## src/rtl/frame_proto_pkg.sv

```systemverilog
// Shared framing constants and FSM encoding for the byte-stream frame parser.
// Frame layout: [H][L][source][len_h][len_l][data...][checksum].
package frame_proto_pkg;

  localparam logic [7:0] FRAME_HDR_H = 8'hAA;
  localparam logic [7:0] FRAME_HDR_L = 8'h44;
  localparam int         CSUM_W      = 8;

  typedef enum logic [2:0] {
    ST_HUNT_H1   = 3'd0,
    ST_HUNT_H2   = 3'd1,
    ST_GET_SRC   = 3'd2,
    ST_GET_LEN_H = 3'd3,
    ST_GET_LEN_L = 3'd4,
    ST_GET_DATA  = 3'd5,
    ST_GET_CSUM  = 3'd6,
    ST_DELIVER   = 3'd7
  } state_e;

  function automatic logic [CSUM_W-1:0] csum_add(input logic [CSUM_W-1:0] sum,
                                                 input logic [7:0]        b);
    return sum + CSUM_W'(b);
  endfunction

endpackage

```

## src/rtl/frame_payload_buf.sv

```systemverilog
// Small register-file byte buffer: synchronous write, combinational read.
// Reads outside DEPTH return zero so callers may look one slot ahead.
module frame_payload_buf #(
  parameter int DEPTH = 16,
  parameter int W     = 8,
  parameter int AW    = (DEPTH > 1) ? $clog2(DEPTH) : 1
) (
  input  logic          clk,
  input  logic          wr_en,
  input  logic [AW-1:0] wr_addr,
  input  logic [W-1:0]  wr_data,
  input  logic [AW-1:0] rd_addr,
  output logic [W-1:0]  rd_data
);

  logic [W-1:0] mem_q [DEPTH];

  always_ff @(posedge clk) begin
    if (wr_en) mem_q[wr_addr] <= wr_data;
  end

  assign rd_data = (int'(rd_addr) < DEPTH) ? mem_q[rd_addr] : '0;

endmodule

```

## src/rtl/frame_unpacker.sv

```systemverilog
// Parses [H][L][src][len_h][len_l][data][csum] frames, buffers the payload and
// replays it as a valid/ready stream only after the checksum verifies.
//
// state        | meaning
// HUNT_H1      | waiting for first header byte
// HUNT_H2      | first header seen, expecting second (repeated H stays here)
// GET_SRC      | next byte is the source id
// GET_LEN_H    | next byte is length high (must be zero)
// GET_LEN_L    | next byte is length low (1..MAX_PAYLOAD)
// GET_DATA     | storing payload bytes into the buffer
// GET_CSUM     | next byte is the checksum
// DELIVER      | replaying buffered payload, input stalled
module frame_unpacker
  import frame_proto_pkg::*;
#(
  parameter logic [7:0] FRAME_HEADER_H = FRAME_HDR_H,
  parameter logic [7:0] FRAME_HEADER_L = FRAME_HDR_L,
  parameter int         MAX_PAYLOAD    = 16,
  parameter int         TIMEOUT_CYCLES = 65535
) (
  input  logic       clk,
  input  logic       rst_n,
  input  logic [7:0] in_data,
  input  logic       in_valid,
  output logic       in_ready,
  output logic       out_req,
  output logic [7:0] out_data,
  output logic [7:0] out_source,
  output logic       out_valid,
  input  logic       out_ready,
  output logic       frame_ok,
  output logic       csum_err,
  output logic       len_err,
  output logic       timeout_err,
  output logic [7:0] err_count
);

  localparam int          IDX_W      = (MAX_PAYLOAD > 1) ? $clog2(MAX_PAYLOAD) : 1;
  localparam logic [15:0] TIMEOUT_LD = 16'(TIMEOUT_CYCLES);
  localparam logic [7:0]  MAX_LEN    = 8'(MAX_PAYLOAD);

  state_e              state_q, state_d;
  logic [CSUM_W-1:0]   sum_q, sum_d;
  logic [7:0]          src_q, src_d;
  logic [7:0]          len_h_q, len_h_d;
  logic [7:0]          count_q, count_d;
  logic [7:0]          idx_q, idx_d;
  logic [15:0]         idle_q, idle_d;
  logic                out_req_q, out_req_d;
  logic                out_valid_q, out_valid_d;
  logic [7:0]          out_data_q, out_data_d;
  logic [7:0]          out_source_q, out_source_d;
  logic                frame_ok_q, frame_ok_d;
  logic                csum_err_q, csum_err_d;
  logic                len_err_q, len_err_d;
  logic                timeout_err_q, timeout_err_d;
  logic [7:0]          err_count_q, err_count_d;

  logic                accept;
  logic                timer_active;
  logic                timeout_hit;
  logic                err_evt;
  logic [7:0]          idx_next;
  logic                buf_wr_en;
  logic [IDX_W-1:0]    buf_wr_addr;
  logic [IDX_W-1:0]    buf_rd_addr;
  logic [7:0]          buf_rd_data;

  assign in_ready     = (state_q != ST_DELIVER);
  assign accept       = in_valid && in_ready;
  assign idx_next     = idx_q + 8'd1;
  assign timer_active = (state_q == ST_GET_SRC)   || (state_q == ST_GET_LEN_H) ||
                        (state_q == ST_GET_LEN_L) || (state_q == ST_GET_DATA)  ||
                        (state_q == ST_GET_CSUM);
  assign timeout_hit  = timer_active && !accept && (TIMEOUT_CYCLES != 0) &&
                        (idle_q == 16'd1);

  assign buf_wr_en   = accept && (state_q == ST_GET_DATA);
  assign buf_wr_addr = idx_q[IDX_W-1:0];
  // In DELIVER look one slot ahead so the next byte is ready when the current one is taken.
  assign buf_rd_addr = (state_q == ST_DELIVER) ? idx_next[IDX_W-1:0] : '0;

  frame_payload_buf #(
    .DEPTH (MAX_PAYLOAD),
    .W     (8),
    .AW    (IDX_W)
  ) u_buf (
    .clk     (clk),
    .wr_en   (buf_wr_en),
    .wr_addr (buf_wr_addr),
    .wr_data (in_data),
    .rd_addr (buf_rd_addr),
    .rd_data (buf_rd_data)
  );

  always_comb begin
    state_d       = state_q;
    sum_d         = sum_q;
    src_d         = src_q;
    len_h_d       = len_h_q;
    count_d       = count_q;
    idx_d         = idx_q;
    out_req_d     = out_req_q;
    out_valid_d   = out_valid_q;
    out_data_d    = out_data_q;
    out_source_d  = out_source_q;
    frame_ok_d    = 1'b0;
    csum_err_d    = 1'b0;
    len_err_d     = 1'b0;
    timeout_err_d = 1'b0;
    err_evt       = 1'b0;

    // Idle down-counter: reloaded on every byte and whenever the timer is inactive.
    idle_d = idle_q;
    if (accept || !timer_active) idle_d = TIMEOUT_LD;
    else if (idle_q != 16'd0)    idle_d = idle_q - 16'd1;

    if (timeout_hit) begin
      timeout_err_d = 1'b1;
      state_d       = ST_HUNT_H1;
    end else begin
      case (state_q)
        ST_HUNT_H1: begin
          if (accept && in_data == FRAME_HEADER_H) begin
            sum_d   = FRAME_HEADER_H;
            state_d = ST_HUNT_H2;
          end
        end
        ST_HUNT_H2: begin
          if (accept) begin
            if (in_data == FRAME_HEADER_L) begin
              sum_d   = csum_add(sum_q, in_data);
              state_d = ST_GET_SRC;
            end else if (in_data == FRAME_HEADER_H) begin
              sum_d = FRAME_HEADER_H;
            end else begin
              state_d = ST_HUNT_H1;
            end
          end
        end
        ST_GET_SRC: begin
          if (accept) begin
            src_d   = in_data;
            sum_d   = csum_add(sum_q, in_data);
            state_d = ST_GET_LEN_H;
          end
        end
        ST_GET_LEN_H: begin
          if (accept) begin
            len_h_d = in_data;
            sum_d   = csum_add(sum_q, in_data);
            state_d = ST_GET_LEN_L;
          end
        end
        ST_GET_LEN_L: begin
          if (accept) begin
            if (len_h_q != 8'd0 || in_data == 8'd0 || in_data > MAX_LEN) begin
              len_err_d = 1'b1;
              state_d   = ST_HUNT_H1;
            end else begin
              count_d = in_data;
              idx_d   = 8'd0;
              sum_d   = csum_add(sum_q, in_data);
              state_d = ST_GET_DATA;
            end
          end
        end
        ST_GET_DATA: begin
          if (accept) begin
            sum_d = csum_add(sum_q, in_data);
            if (idx_next == count_q) state_d = ST_GET_CSUM;
            else                     idx_d   = idx_next;
          end
        end
        ST_GET_CSUM: begin
          if (accept) begin
            if (in_data == sum_q) begin
              frame_ok_d   = 1'b1;
              idx_d        = 8'd0;
              out_req_d    = 1'b1;
              out_valid_d  = 1'b1;
              out_data_d   = buf_rd_data;
              out_source_d = src_q;
              state_d      = ST_DELIVER;
            end else begin
              csum_err_d = 1'b1;
              state_d    = ST_HUNT_H1;
            end
          end
        end
        ST_DELIVER: begin
          if (out_valid_q && out_ready) begin
            if (idx_next == count_q) begin
              out_req_d    = 1'b0;
              out_valid_d  = 1'b0;
              out_data_d   = 8'd0;
              out_source_d = 8'd0;
              state_d      = ST_HUNT_H1;
            end else begin
              idx_d      = idx_next;
              out_data_d = buf_rd_data;
            end
          end
        end
        default: state_d = ST_HUNT_H1;
      endcase
    end

    err_evt     = csum_err_d || len_err_d || timeout_err_d;
    err_count_d = (err_evt && err_count_q != 8'hFF) ? err_count_q + 8'd1 : err_count_q;
  end

  always_ff @(posedge clk or negedge rst_n) begin
    if (!rst_n) begin
      state_q       <= ST_HUNT_H1;
      sum_q         <= '0;
      src_q         <= 8'd0;
      len_h_q       <= 8'd0;
      count_q       <= 8'd0;
      idx_q         <= 8'd0;
      idle_q        <= TIMEOUT_LD;
      out_req_q     <= 1'b0;
      out_valid_q   <= 1'b0;
      out_data_q    <= 8'd0;
      out_source_q  <= 8'd0;
      frame_ok_q    <= 1'b0;
      csum_err_q    <= 1'b0;
      len_err_q     <= 1'b0;
      timeout_err_q <= 1'b0;
      err_count_q   <= 8'd0;
    end else begin
      state_q       <= state_d;
      sum_q         <= sum_d;
      src_q         <= src_d;
      len_h_q       <= len_h_d;
      count_q       <= count_d;
      idx_q         <= idx_d;
      idle_q        <= idle_d;
      out_req_q     <= out_req_d;
      out_valid_q   <= out_valid_d;
      out_data_q    <= out_data_d;
      out_source_q  <= out_source_d;
      frame_ok_q    <= frame_ok_d;
      csum_err_q    <= csum_err_d;
      len_err_q     <= len_err_d;
      timeout_err_q <= timeout_err_d;
      err_count_q   <= err_count_d;
    end
  end

  assign out_req     = out_req_q;
  assign out_valid   = out_valid_q;
  assign out_data    = out_data_q;
  assign out_source  = out_source_q;
  assign frame_ok    = frame_ok_q;
  assign csum_err    = csum_err_q;
  assign len_err     = len_err_q;
  assign timeout_err = timeout_err_q;
  assign err_count   = err_count_q;

endmodule

```

## config.mk

```make
export PLATFORM = sky130hd
export DESIGN_NAME = frame_unpacker
export DESIGN_NICKNAME = d
export VERILOG_FILES = /design/src/rtl/frame_proto_pkg.sv /design/src/rtl/frame_payload_buf.sv /design/src/rtl/frame_unpacker.sv
export SDC_FILE = /design/constraint.sdc
export NUM_CORES = 1
export LEC_CHECK = 0
export ABC_CLOCK_PERIOD_IN_PS = 2850
export BUFFER_PORTS_ARGS = -buffer_cell sky130_fd_sc_hd__buf_2
export CORE_MARGIN = 2
export CORE_UTILIZATION = 40
export DETAILED_ROUTE_END_ITERATION = 16
export GPL_ROUTABILITY_DRIVEN = 1
export SLEW_MARGIN = 20
export SYNTH_ARGS = -nofsm -noshare
export SYNTH_HDL_FRONTEND = slang
export SYNTH_SLANG_ARGS = --single-unit
```

## constraint.sdc

```tcl
create_clock -name clk -period 2.85 [get_ports clk]
set_input_delay 0.57 -clock clk [delete_from_list [all_inputs] [get_ports clk]]
set_output_delay 0.57 -clock clk [all_outputs]
set_load 0.01 [all_outputs]
```

==> reports/metrics.csv <==
stage,metric,value,unit
status,status,completed,
clock_tree,total CTS buffers,24,
layout,Final Cell Area,0.01172,mm^2
sta,final setup margin,0.1312,ns
power_and_ir_drop,Lkg Pwr,0.004461,uW
logic_synthesis,Post-Syn Area per Cell,12.79,um^2
logic_synthesis,Syn Nets,797,
setup_path,Crit path largest cell delay,0.47,ns
die,boundary pin count,43,
sta,Fmax,367.8,MHz
route,final WL,22650,um
clock_tree,CTS sink cnt,216,
power_and_ir_drop,register share of total power,38.5,%
sta,pins over their slew limit,0,
layout,Syn-to-layout area delta,19.15,%
placement,DP Worst Slack,-0.1638,ns
layout,"most common cell after layout, fill and taps aside",edfxtp_1,
sta,final setup fails,0,
route,ANT nets after route,0,
clock_tree,CTS H-tree lvls,1,
logic_synthesis,Synth Flop Type,edfxtp_1,
route,DRC errors left,0,
route,Via-to-Cell Ratio,5.374,
placement,Post-DP Area,0.01096,mm^2
power_and_ir_drop,Logic pwr share,33.1,%
sta,Clock Skew,0.008924,ns
global_route,GRT Residual Overflow,0,
route,DR iter-0 viols,474,
power_and_ir_drop,clock power share,28.4,%
logic_synthesis,sequential area share after synthesis,61.66,%
clock_tree,post-CTS setup buffer count,0,
die,core area,0.02425,mm^2
logic_synthesis,Yosys cell types,71,
setup_path,CP required,3.25,ns
route,routed vias,6573,
setup_path,crit path max fanout,4,
die,Die ar.,0.02587,mm^2
sta,period utilization,95.40,%
logic_synthesis,number of synthesized register bits,216,
sta,Final Critical Period,2.719,ns
setup_path,CP Cell Sequence,"ha_1, or3_1, nor4_4, a311oi_2, or2_1, or4_1, a32o_1",
sta,number of hold violations in the final report,0,
sta,Slew headroom,53.14,%
run,max-cap viol count,0,
logic_synthesis,Post-Synthesis Cells,769,
logic_synthesis,yosys warns,0,
global_route,largest net degree at the start of global routing,49,
worst_hold_path,HP Class,in -> async,
route,DRT Pass-1 Iters,4,
layout,Finished Core Util,48.34,%
route,DR WL/cell,18.52,um
layout,"commonest cells after routing, fill and taps aside","edfxtp_1, buf_4, dfrtp_1",
sta,RSZ-0062 raised after global routing,false,
placement,HPWL after DPL,15610,um
die,starting density of the core,40.57,%
sta,Least-Margin Pin Slew,0.7003,ns
power_and_ir_drop,P per Cell Area,891.3,mW/mm^2
logic_synthesis,Async SR Flop Fraction,40.74,%
global_route,vias in the first global route,6509,
die,Die Y,160.8,um
layout,fin nets,909,
power_and_ir_drop,total net switching power,3459,uW
die,row count,57,
logic_synthesis,number of synthesized flops with an enable pin,128,
placement,port buffer count,42,
setup_path,Worst Path Arrival,3.12,ns
setup_path,Critical Setup Path Class,reg -> reg,
logic_synthesis,mapped cell area,0.009838,mm^2
clock_tree,CTS tree,yes,
die,die extent in x,160.8,um
clock_tree,clock latency on the worst-skew pair,0.52,ns
power_and_ir_drop,internal power,6989,uW
setup_path,"Max stage delay cell, worst path",or4_1,
global_route,initial antenna violation count,1,
clock_tree,CTS max path bufs,3,
placement,gpl congestion,0.7779,
setup_path,element type at the critical path start,flop,
power_and_ir_drop,maximum VDD drop,0.4785,mV
clock_tree,Worst-path clk slew,0.06,ns
power_and_ir_drop,Net Sw Frac,33.11,%
global_route,first-pass GRT wire length,36250,um
layout,proportion of layout cells with a drive suffix above 1,24.16,%
setup_path,Worst Setup End Kind,flop,
clock_tree,CTS Root Buffer Type,clkbuf_16,
global_route,gr usage total,17.75,%
[power by group through the flow]
stage          registers (uW)  clock network [uW]  logic (uW)
5_1_grt                  4070                3170        3840
3_3_place_gp             4070                   0        3420
2_1_floorplan            4050                   0        2210
3_5_place_dp             4080                   0        3440
4_1_cts                  4020                3030        3460
6_report                 4020                2970        3460
[sequential cells by signal (all words and copies together), names as in the netlist]
signal       count
out_data         8
u_buf.mem_q    128
out_valid        1
src_q            8
count_q          8
err_count        8
state_q          3
out_source       8
timeout_err      1
frame_ok         1
csum_err         1
idx_q            8
sum_q            8
len_h_q          8
idle_q          16
len_err          1
[stage by stage]
step	cells	total power [uW]	hold slack, ns	setup TNS [ns]
2_1_floorplan	769	6257	0.2744	0
3_3_place_gp	1179	7494	0.4652	-1.423
3_5_place_dp	1179	7519	0.4760	-1.546
4_1_cts	1222	10510	0.08355	0
5_1_grt	1223	11080	0.1001	0
6_report	1223	10450	0.06721	0
[synthesized netlist by cell type, drive strengths merged (6+ instances only)]
library cell,instances,area share (%)
and3,9,0.57
xnor2,21,1.9
a221o,8,0.81
buf,16,0.85
nor4,7,0.72
inv,10,0.38
a211oi,8,0.61
nand2b,7,0.45
o211ai,16,1.2
mux2i,33,3.4
dfstp,16,4.3
a21oi,25,1.3
o21ai,23,1.2
nor2b,7,0.45
a2111oi,8,0.71
nand4,7,0.45
mux2,24,2.7
or4,11,0.88
nor2,44,1.7
o221ai,9,0.80
nor3,21,1.1
dfrtp,72,18
ha,15,1.9
clkbuf,26,1.0
nand3,15,0.76
edfxtp,128,39
o311a,9,0.92
nand2,66,2.5
a22o,17,1.5
o31ai,6,0.46
xor2,11,0.98
a32oi,8,0.71
or3,17,1.1
[routing by layer]
metal  wire (um)  GRT usage (%)
met5           0              0
met4         591          5.560
met3         843          2.918
met2       10200          27.78
met1       11020          25.51
[path summary, 6_finish.rpt]
path,start,to,slack [ns],cells after the start
worst max-delay path,sum_q[5],idx_q[3],0.13,7
worst min-delay path,rst_n,err_count[3],0.07,1
worst max register to register,sum_q[5],idx_q[3],0.13,7
worst min register to register,sum_q[4],sum_q[4],0.48,2
max in group asynchronous,rst_n,src_q[1],2.16,2
min in group clk,sum_q[4],sum_q[4],0.48,2
[what timing repair did]
item / CTS / global route
resized for setup: 0 / 2
setup endpoints to repair: 0 / 9
hold buffers: 0 / 0
[cell families (layout without fill, tap and decap cells)]
family                     after synthesis  in the layout  share of synthesized area, %
buffers and inverters                   53            182                         2.276
other                                    0              1                             0
AOI/OAI and AO/OA                      164            164                         12.67
xor gates and xnor gates                32             32                         2.925
adders and majority gates               16             16                         2.111
muxes                                   57             57                         6.105
and+or+nand+nor                        231            231                         12.26
DFF                                    216            216                         61.66
[worst max-delay path: cells and delay by family (launching register included)]
| kind | cells | cell delay [ns] |
|---|---|---|
| simple gates | 4 | 1.54 |
| compound gates | 2 | 0.37 |
| fa+ha+maj | 1 | 0.31 |
| flops | 1 | 0.39 |
[cell type report]
type / instances / area (um^2)
flip-flops and latches: 216 / 6066
inverters: 11 / 42.54
clock inverters: 14 / 115.1
multi-input cells: 500 / 3580
fillers: 2180 / 12530
repair buffers: 128 / 870.8
well taps: 324 / 405.4
diodes: 1 / 2.502
clock buffers: 29 / 640.6
(Power assumes the default switching activity.)
